==> config.mk <==
export PLATFORM = sky130hd
export DESIGN_NAME = riscv_fetch_pc
export DESIGN_NICKNAME = d
export VERILOG_FILES = /design/src/rtl/riscv_pkg.sv /design/src/rtl/riscv_pc_reg.sv /design/src/rtl/riscv_fetch_pc.sv
export SDC_FILE = /design/constraint.sdc
export NUM_CORES = 1
export LEC_CHECK = 0
export ABC_CLOCK_PERIOD_IN_PS = 3500
export CAP_MARGIN = 20
export CORE_MARGIN = 10
export CORE_UTILIZATION = 45
export CTS_BUF_LIST = sky130_fd_sc_hd__clkbuf_2 sky130_fd_sc_hd__clkbuf_4 sky130_fd_sc_hd__clkbuf_8
export CTS_CLUSTER_DIAMETER = 60
export DETAILED_ROUTE_END_ITERATION = 10
export PLACE_DENSITY = 0.88
export SLEW_MARGIN = 15
export SYNTH_ARGS = -nofsm -noshare
export SYNTH_HDL_FRONTEND = slang
export SYNTH_SLANG_ARGS = --single-unit
==> constraint.sdc <==
create_clock -name clk -period 3.5 [get_ports clk]
set_clock_uncertainty 0.05 [all_clocks]
set_input_delay 0.35 -clock clk [delete_from_list [all_inputs] [get_ports clk]]
set_output_delay 0.35 -clock clk [all_outputs]
set_load 0.02 [all_outputs]
==> src/rtl/riscv_pkg.sv <==
// Shared fetch-stage types and defaults for the RISC-V IF pipeline.
package riscv_pkg;
   localparam int XLEN = 32;
   localparam int INSN_BYTES = 4;
   localparam logic [XLEN-1:0] RESET_PC = '0;
   typedef logic [XLEN-1:0] pc_t;
endpackage

==> src/rtl/riscv_pc_reg.sv <==
// Resettable register with hold enable; stores the fetch PC.
module riscv_pc_reg
   import riscv_pkg::*;
#(
   parameter int W = XLEN,
   parameter logic [W-1:0] RESET_VAL = '0
) (
   input  logic         clk,
   input  logic         rst,
   input  logic         i_en,
   input  logic [W-1:0] i_d,
   output logic [W-1:0] o_q
);
   logic [W-1:0] r_q;

   always_ff @(posedge clk or posedge rst) begin
      if (rst) begin
         r_q <= RESET_VAL;
      end else if (i_en) begin
         r_q <= i_d;
      end
   end

   assign o_q = r_q;
endmodule

==> src/rtl/riscv_fetch_pc.sv <==
// IF-stage PC generator: sequential advance, stall hold, redirect load.
// Optional bubble counter enabled by RISCV_FETCH_STALL_CNT_EN.
module riscv_fetch_pc #(
   parameter int XLEN = riscv_pkg::XLEN,
   parameter logic [XLEN-1:0] RESET_PC = riscv_pkg::RESET_PC,
   parameter int INSN_BYTES = riscv_pkg::INSN_BYTES
) (
   input  logic            rst,
   input  logic            clk,
   input  logic            bubble,
   output logic [XLEN-1:0] pc,
   input  logic            redirect,
   input  logic [XLEN-1:0] redirect_pc,
   output logic [XLEN-1:0] pc_next
`ifdef RISCV_FETCH_STALL_CNT_EN
   ,
   output logic [31:0]     stall_cnt
`endif
);
   import riscv_pkg::*;

   logic            w_redir;
   logic            w_pc_en;
   logic [XLEN-1:0] w_pc_seq;
   logic [XLEN-1:0] w_pc_tgt;
   logic [XLEN-1:0] w_pc_nxt;

   // An unconnected redirect floats to Z/X and must read as inactive.
   assign w_redir  = (redirect === 1'b1);
   assign w_pc_seq = pc + XLEN'(INSN_BYTES);
   assign w_pc_tgt = {redirect_pc[XLEN-1:2], 2'b00};
   assign w_pc_en  = w_redir | ~bubble;

   always_comb begin
      w_pc_nxt = pc;
      if (w_redir) begin
         w_pc_nxt = w_pc_tgt;
      end else if (!bubble) begin
         w_pc_nxt = w_pc_seq;
      end
   end

   riscv_pc_reg #(
      .W         (XLEN),
      .RESET_VAL (RESET_PC)
   ) u_pc_reg (
      .clk  (clk),
      .rst  (rst),
      .i_en (w_pc_en),
      .i_d  (w_pc_nxt),
      .o_q  (pc)
   );

   assign pc_next = w_pc_nxt;

`ifdef RISCV_FETCH_STALL_CNT_EN
   logic [31:0] r_stall_cnt;

   always_ff @(posedge clk or posedge rst) begin
      if (rst) begin
         r_stall_cnt <= '0;
      end else if (bubble && !w_redir && (r_stall_cnt != 32'hFFFF_FFFF)) begin
         r_stall_cnt <= r_stall_cnt + 32'd1;
      end
   end

   assign stall_cnt = r_stall_cnt;
`endif
endmodule

Word level (Yosys, flattened, before mapping) --
Cells that the tools add are included.
Storage, ports and cells: register bits after elaboration 32, bits of input ports 36, output and inout bits 64, word-level logic and storage cells 7
Operators by class: add/sub/neg operators 1, eq/ne operators 1, multiplexer cells 2, bitwise gates (word level) 2
Operator list (count):
- 2-to-1 mux 32 bit | 2
- adder 32 x 3 -> 32 bit, second input constant | 1
- case equality test 1 bit, second input constant | 1
- inverter 1 bit | 1
- bitwise OR 1 bit | 1

Logic depth before layout (Yosys ltp) --
Gate-level depths: netlist of the first run.
depth after elaboration 3, gate-level depth with buffers 6, depth with buffers taken out 5

By module --
Synthesis of the first run repeated with hierarchy kept, for this count alone.
Unflattened totals: cell total of the unflattened synthesis 235, area total of the unflattened synthesis 2391.0 µm²
By module, submodules not included:
- riscv_pc_reg | times used 1, cells each 69, area each 1348.8 µm², seq. area each 800.8 µm²
- riscv_fetch_pc | times used 1, cells each 166, area each 1042.2 µm², seq. area each 0.0 µm²

Worst setup path after synthesis of the first run --
OpenSTA, ideal clock, no wires.
path kind register to output, start register u_pc_reg.r_q[4] (netlist: u_pc_reg.o_q[4]), end output pc_next[23], arrival time 2.055 ns, required time 3.100 ns, slack 1.045 ns, stages on the path, launching flop included 7, path buffers 2, path through dfrtp_1 -> and4_1 -> buf_4 -> nand4_1 -> buf_2 -> or4_1 -> a31oi_1
On the way: word-level cells in the longest chain between the ends 3
RTL lines:
- start, declared | line riscv_pc_reg.sv:14 | logic [W-1:0] r_q;
- start signal, assigned | line riscv_pc_reg.sv:20 | r_q <= i_d;
- adder 32 x 3 -> 32 bit | line riscv_fetch_pc.sv:30 | assign w_pc_seq = pc + XLEN'(INSN_BYTES);
- 2-to-1 mux 32 bit | line riscv_fetch_pc.sv:38 | end else if (!bubble) begin
- 2-to-1 mux 32 bit | line riscv_fetch_pc.sv:36 | if (w_redir) begin
- end, declared | line riscv_fetch_pc.sv:14 | output logic [XLEN-1:0] pc_next
Every way passes these cells.

Worst setup path in the final report of the first run --
start input bubble, end output pc_next[19]
On the way: word-level cells in the longest chain between the ends 2
RTL lines:
- start, declared | line riscv_fetch_pc.sv:10 | input logic bubble,
- 2-to-1 mux 32 bit | line riscv_fetch_pc.sv:38
- 2-to-1 mux 32 bit | line riscv_fetch_pc.sv:36
Every way passes these cells.

==> run_results.csv, run 1 <==
group,metric,value,unit
outcome,outcome,"complete, no violations",
yosys,ys_seq_area_share,38.83,%
worst_setup_path,worstReg2RegStart,"u_pc_reg.o_q[2]$_DFFE_PP0P_",
yosys,synth_top_area_share,38.83,%
power,p_clk_share,23.3,%
finish,multi_input_area,0.001182,sq mm
placement,placedInstanceArea,0.003078,sq mm
detailed_routing,drt_iter0_drc,163,
detailed_routing,wl_per_cell,17.52,um
finish,largest_reg_flops,32,
yosys,synthFlopType,"dfrtp_1",
clocking,root_buffer,"clkbuf_8",
die,placementRows,24,
worst_setup_path,rrSetupSlack,1420,ps
run,drv_cap,0,
power,vdd_ir_drop_max,0.2645,mV
yosys,synth-edff-count,0,
yosys,syn_area,0.002062,sq mm
power,pwr-share-comb,35.6,%
detailed_routing,num_vias,2276,
power,sequentialPowerShare,41.1,%
clocking,numCtsBuffers,5,
timing,tns,0,ps
die,dieArea,0.007690,sq mm
worst_setup_path,arrival,2840,ps
global_routing,overflow,0,
finish,area_delta_synth_final,52.97,%
worst_setup_path,endpoint,"pc_next[19]",
global_routing,grt_use_total,17.80,%
clocking,cts_tree,"built",
die,design.core.area,0.004384,sq mm
finish,drive_gt1_share,5.341,%
worst_setup_path,cp_cell_sequence,"clkdlybuf4s50_1, and4b_1, buf_4, nand3_1, or4_1, a31oi_1, clkdlybuf4s50_1",
clocking,clkTransAtPathRegs,70,ps
yosys,synth.yosys.warnings,0,
placement,dp_hpwl,5258,um
worst_setup_path,required,3100,ps
timing,setup_viol,0,
global_routing,grt_pass1_vias,2314,
timing,finalCritPeriodShare,92.57,%
detailed_routing,drt_drc_violations_left,0,
worst_setup_path,slowest_delay,620,ps
die,start_util,47.03,%
yosys,avgSynthCellArea,8.521,sq um
die,num_io_pins,100,
yosys,ys_types,42,
worst_setup_path,start_kind,"input pin",
worst_setup_path,worstPathBufferInverterCount,3,
detailed_routing,vias_per_cell,5.851,
finish,diodes,0,
clocking,cts.sinks,32,
yosys,yosys.area.top_type,"dfrtp_1",
finish,register_area,800.8,sq um
worst_setup_path,r2r_cells,5,
timing,hold_viol,0,
worst_setup_path,crit_path_frequent_cell,"clkdlybuf4s50_1",
finish,finalInstanceArea,0.003154,sq mm
die,die_h,87.69,um
clocking,clock_latency,290,ps
timing,report.final.slew_viol_count,0,
power,intPower,722.7,uW
timing,finalCriticalPeriod,3240,ps
global_routing,grt_max_degree,33,
global_routing,antenna_found_initial,0,
detailed_routing,postRouteAntennaNets,0,
yosys,synth-seq-cells,32,
power,p_sw_share,34.59,%
worst_setup_path,crit_path_end_kind,"primary output",
timing,rsz0062_at_grt,"false",
placement,routabilityCongestion,0.8137,
power,powerDensity,350.3,mW/mm^2
yosys,synthCells,242,
yosys,synth_area_leaders,"dfrtp_1, o21ai_0, nand2_1, nand3_1, a31oi_1",
power,power_leakage,0.001228,uW
timing,slew_headroom,67.04,%
worst_hold_path,hold_class,"input pin to async pin",
yosys,synth_nets,279,
worst_setup_path,cpLargestDelayFamily,"buffers and inverters",
timing,max_clock_freq,308.6,MHz
detailed_routing,firstDrtPassIters,4,
yosys,yosysMostFrequentCell,"dfrtp_1",
power,p_switching,382.2,uW
detailed_routing,routed_wl,6816,um
clocking,cts.repair.resized,0,
global_routing,grt_pass1_wl,11070,um
placement,port_buffers,97,
worst_setup_path,slowest_stage,"clkdlybuf4s50_1",
clocking,clockBufferDepth,2,
yosys,synth.top_cells.by_count,"dfrtp_1, nand2_1, o21ai_0",
timing,tightest_slew,494.5,ps
finish,nets,376,
die,die_w,87.69,um
clocking,htreeDepth,2,
finish,fill_cells,343,
worst_setup_path,startpoint,"bubble",
worst_setup_path,path_depth,7,
yosys,synth_async_sr_flop_share,100.0,%
worst_setup_path,path_max_fanout,6,
worst_setup_path,criticalPathCategory,"input pin to primary output",
worst_setup_path,rr_endpoint,"u_pc_reg.o_q[26]$_DFFE_PP0P_",
-- timing repair --
item | CTS | global route
endpoints found under the hold margin | 0 | 0
endpoints found under the setup margin | 0 | 5
hold buffers | 0 | 0
buffers inserted | 0 | 1
-- through the flow --
stage	hold slack [ps]	utilization, %	total power, uW	instances	setup slack, ps
floorplan	416.2	-	642.3	242	1045
global route	468.9	71.95	1165	389	149.7
finish	399.9	71.95	1105	389	260.0
global placement	445.3	70.21	847.0	383	228.6
detailed placement	451.5	70.21	854.9	383	184.2
CTS	414.6	71.78	1111	388	112.6
-- power by group through the flow --
stage	registers, uW	clock network (uW)	logic [uW]
finish	454	258	393
global route	461	279	424
CTS	453	259	398
detailed placement	460	0	395
global placement	458	0	389
floorplan	490	0	152
-- worst min-delay path, delay by kind of cell --
family | cells | cell delay, ps
buf+inv | 3 | 800
-- layout make-up --
| cell class | count | area share [%] |
|---|---|---|
| inverters | 5 | 0.5950 |
| clock buffers | 5 | 2.182 |
| multi-input cells | 191 | 37.48 |
| flip-flops and latches | 32 | 25.39 |
| repair buffers | 104 | 32.29 |
| well taps | 52 | 2.063 |
-- logic make-up (layout without fill, tap and decap cells) --
kind of cell	count (synthesis)	after routing	synth area share (%)
and+or+nand+nor	110	110	30.04
AOI/OAI and AO/OA	65	65	20.27
DFF	32	32	38.84
buffers and inverters	19	114	3.822
xor gates and xnor gates	14	14	5.947
adders and majority gates	1	1	0.6067
muxes	1	1	0.4855
-- placed cells by master (no fill, tap or decap), drive strengths merged, types with 2 or more instances in the layout --
master,synthesis,routed
clkdlybuf4s50,0,96
dfrtp,32,32
nand2,30,30
o21ai,30,30
nand3,18,18
a31oi,14,14
nor2,12,12
nand4,11,11
xor2,8,8
or4,8,8
buf,5,8
and4,7,7
xnor2,6,6
nor2b,5,5
o31ai,5,5
clkbuf,9,5
inv,5,5
nor3,4,4
and3,4,4
a221o,4,4
o211ai,3,3
nor4,3,3
o31a,3,3
nand4b,2,2
-- metal layers --
layer  vias up  track usage [%]  wire (um)
li1       1113                -          -
met1      1058            19.67       2631
met2       101            28.51       3125
met3         4            10.58       1018
met4         0            4.638         40
met5         -                0          0
-- worst min-delay path by stage --
stage | cells after the start | slack, ps | endpoint | start
final | 3 | 400 | u_pc_reg.o_q[2]$_DFFE_PP0P_ | rst
after CTS | 3 | 410 | u_pc_reg.o_q[5]$_DFFE_PP0P_ | rst
after detailed placement | 1 | 450 | u_pc_reg.o_q[0]$_DFFE_PP0P_ | u_pc_reg.o_q[0]$_DFFE_PP0P_
after global routing | 3 | 470 | u_pc_reg.o_q[0]$_DFFE_PP0P_ | rst
after floorplan | 1 | 420 | u_pc_reg.o_q[0]$_DFFE_PP0P_ | rst
after global placement | 1 | 450 | u_pc_reg.o_q[1]$_DFFE_PP0P_ | u_pc_reg.o_q[1]$_DFFE_PP0P_
(Power assumes the default switching activity.)
==> inputs of run 2 (changes only) <==
--- a/config.mk
+++ b/config.mk
@@ -13,7 +13,7 @@
 export CTS_CLUSTER_DIAMETER = 60
 export DETAILED_ROUTE_END_ITERATION = 10
 export PLACE_DENSITY = 0.88
-export SLEW_MARGIN = 15
+export SETUP_SLACK_MARGIN = 0.3
 export SYNTH_ARGS = -nofsm -noshare
 export SYNTH_HDL_FRONTEND = slang
 export SYNTH_SLANG_ARGS = --single-unit
==> run 2 against run 1 <==
Effect of this change: critical path depth unchanged; worst hold slack improved by 5.4 ps; setup slack improved by 170 ps; largest cell class unchanged; first-iteration DRC count is 26% lower; sequential cell count unchanged.
==> run_results.csv, run 2 (synthesis results as in run 1) <==
group,metric,value,unit
worst_hold_path,hold_class,"input pin to async pin",
global_routing,overflow,0,
power,pwr-share-comb,35.6,%
die,die_w,87.69,um
power,power_leakage,0.001325,uW
detailed_routing,vias_per_cell,5.855,
worst_setup_path,required,3100,ps
finish,final_common_cell,"clkdlybuf4s50_1",
global_routing,grt_pass1_wl,11110,um
timing,finalCritPeriodShare,87.85,%
finish,nets,380,
worst_setup_path,r2r_cells,5,
die,die_h,87.69,um
finish,area_delta_synth_final,56.31,%
die,start_util,47.03,%
detailed_routing,num_vias,2301,
die,num_io_pins,100,
power,sequentialPowerShare,41.2,%
outcome,outcome,"complete, no violations",
timing,report.final.slew_viol_count,0,
detailed_routing,firstDrtPassIters,4,
timing,slew_headroom,66.86,%
finish,finalInstanceArea,0.003223,sq mm
finish,multi_input_area,0.001202,sq mm
power,powerDensity,342.5,mW/mm^2
global_routing,grt_use_total,17.88,%
timing,tns,0,ps
finish,register_area,800.8,sq um
placement,port_buffers,97,
worst_setup_path,path_max_fanout,10,
placement,placed_cells,383,
worst_setup_path,criticalPathCategory,"input pin to primary output",
timing,hold_viol,0,
power,p_clk_share,23.2,%
worst_setup_path,arrival,2670,ps
power,p_sw_share,34.69,%
die,design.core.area,0.004384,sq mm
timing,rsz0062_at_grt,"false",
global_routing,antenna_found_initial,0,
clocking,clock_latency,280,ps
clocking,numCtsBuffers,5,
placement,placedInstanceArea,0.003078,sq mm
clocking,root_buffer,"clkbuf_8",
clocking,cts_tree,"built",
detailed_routing,drt_drc_violations_left,0,
finish,diodes,0,
clocking,clockBufferDepth,2,
clocking,hold_buffers,0,
finish,layout_common_cells,"clkdlybuf4s50_1, dfrtp_1, nand2_1, o21ai_0, nand3_1",
clocking,clkTransAtPathRegs,60,ps
clocking,htreeDepth,2,
detailed_routing,routed_wl,7010,um
power,vdd_ir_drop_max,0.2612,mV
power,p_switching,383.0,uW
worst_setup_path,rrSetupSlack,1460,ps
timing,tightest_slew,497.1,ps
die,dieArea,0.007690,sq mm
global_routing,grt_max_degree,33,
timing,setup_viol,0,
run,drv_cap,0,
detailed_routing,wl_per_cell,17.84,um
global_routing,grt_pass1_vias,2322,
timing,finalCriticalPeriod,3075,ps
power,intPower,721.0,uW
placement,dp_hpwl,5258,um
worst_setup_path,crit_path_end_kind,"primary output",
finish,fill_cells,341,
finish,largest_reg_flops,32,
clocking,cts.sinks,32,
detailed_routing,postRouteAntennaNets,0,
detailed_routing,drt_iter0_drc,121,
finish,drive_gt1_share,7.625,%
timing,max_clock_freq,325.2,MHz
finish,fin_cells,393,
worst_setup_path,start_kind,"input pin",
die,placementRows,24,
placement,routabilityCongestion,0.8137,
run 2: what timing repair did:
action                                  in CTS  in global routing
pin swaps                                    1                  1
hold endpoints to repair                     0                  0
endpoints found under the setup margin       6                 11
buffers inserted                             2                  3
gates resized for setup                      1                 13
run 2: worst max-delay path, cell delays in order:
cell	delay [ps]
clkdlybuf4s50_1	450
and4b_1	320
nand4_1	110
buf_4	200
or4b_1	490
nand3_1	130
clkdlybuf4s50_1	620
run 2: area by class of cell:
| class | instances | area share (%) |
|---|---|---|
| multi-input combinational | 191 | 37.31 |
| timing repair buffer | 108 | 33.11 |
| sequential | 32 | 24.84 |
| clock buffer | 5 | 2.135 |
| tap | 52 | 2.019 |
| inverter | 5 | 0.5823 |
run 2: worst paths after layout:
check | start | end
worst min-delay path | rst | u_pc_reg.o_q[30]$_DFFE_PP0P_
max in group asynchronous | rst | u_pc_reg.o_q[16]$_DFFE_PP0P_
min in group clk | u_pc_reg.o_q[0]$_DFFE_PP0P_ | u_pc_reg.o_q[0]$_DFFE_PP0P_
worst max-delay path | bubble | pc_next[21]
worst min register to register | u_pc_reg.o_q[0]$_DFFE_PP0P_ | u_pc_reg.o_q[0]$_DFFE_PP0P_
worst max register to register | u_pc_reg.o_q[2]$_DFFE_PP0P_ | u_pc_reg.o_q[26]$_DFFE_PP0P_
run 2: power groups by stage:
stage               Clock, uW  Combinational [uW]  Sequential (uW)
CTS                       259                 397              453
global placement            0                 389              458
floorplan                   0                 152              490
detailed placement          0                 395              460
global route              279                 423              462
finish                    256                 393              455
run 2: per-stage QoR:
step | worst slack (ps) | hold WS (ps) | power [uW] | util (%)
2_1_floorplan | 1045 | 416.2 | 642.3 | -
3_3_place_gp | 228.6 | 445.3 | 847.0 | 70.21
3_5_place_dp | 184.2 | 451.5 | 854.9 | 70.21
4_1_cts | 308.1 | 414.6 | 1110 | 72.09
5_1_grt | 302.6 | 468.9 | 1164 | 73.52
6_report | 425.1 | 405.2 | 1104 | 73.52
run 2: metal layers:
layer | GRT usage (%) | wire length (um) | vias to the layer above | share of wire, %
li1 | - | - | 1120 | -
met1 | 19.67 | 2835 | 1078 | 40
met2 | 28.77 | 3236 | 98 | 46
met3 | 10.58 | 895 | 5 | 13
met4 | 4.638 | 42 | 0 | 0.60
met5 | 0 | 0 | - | 0
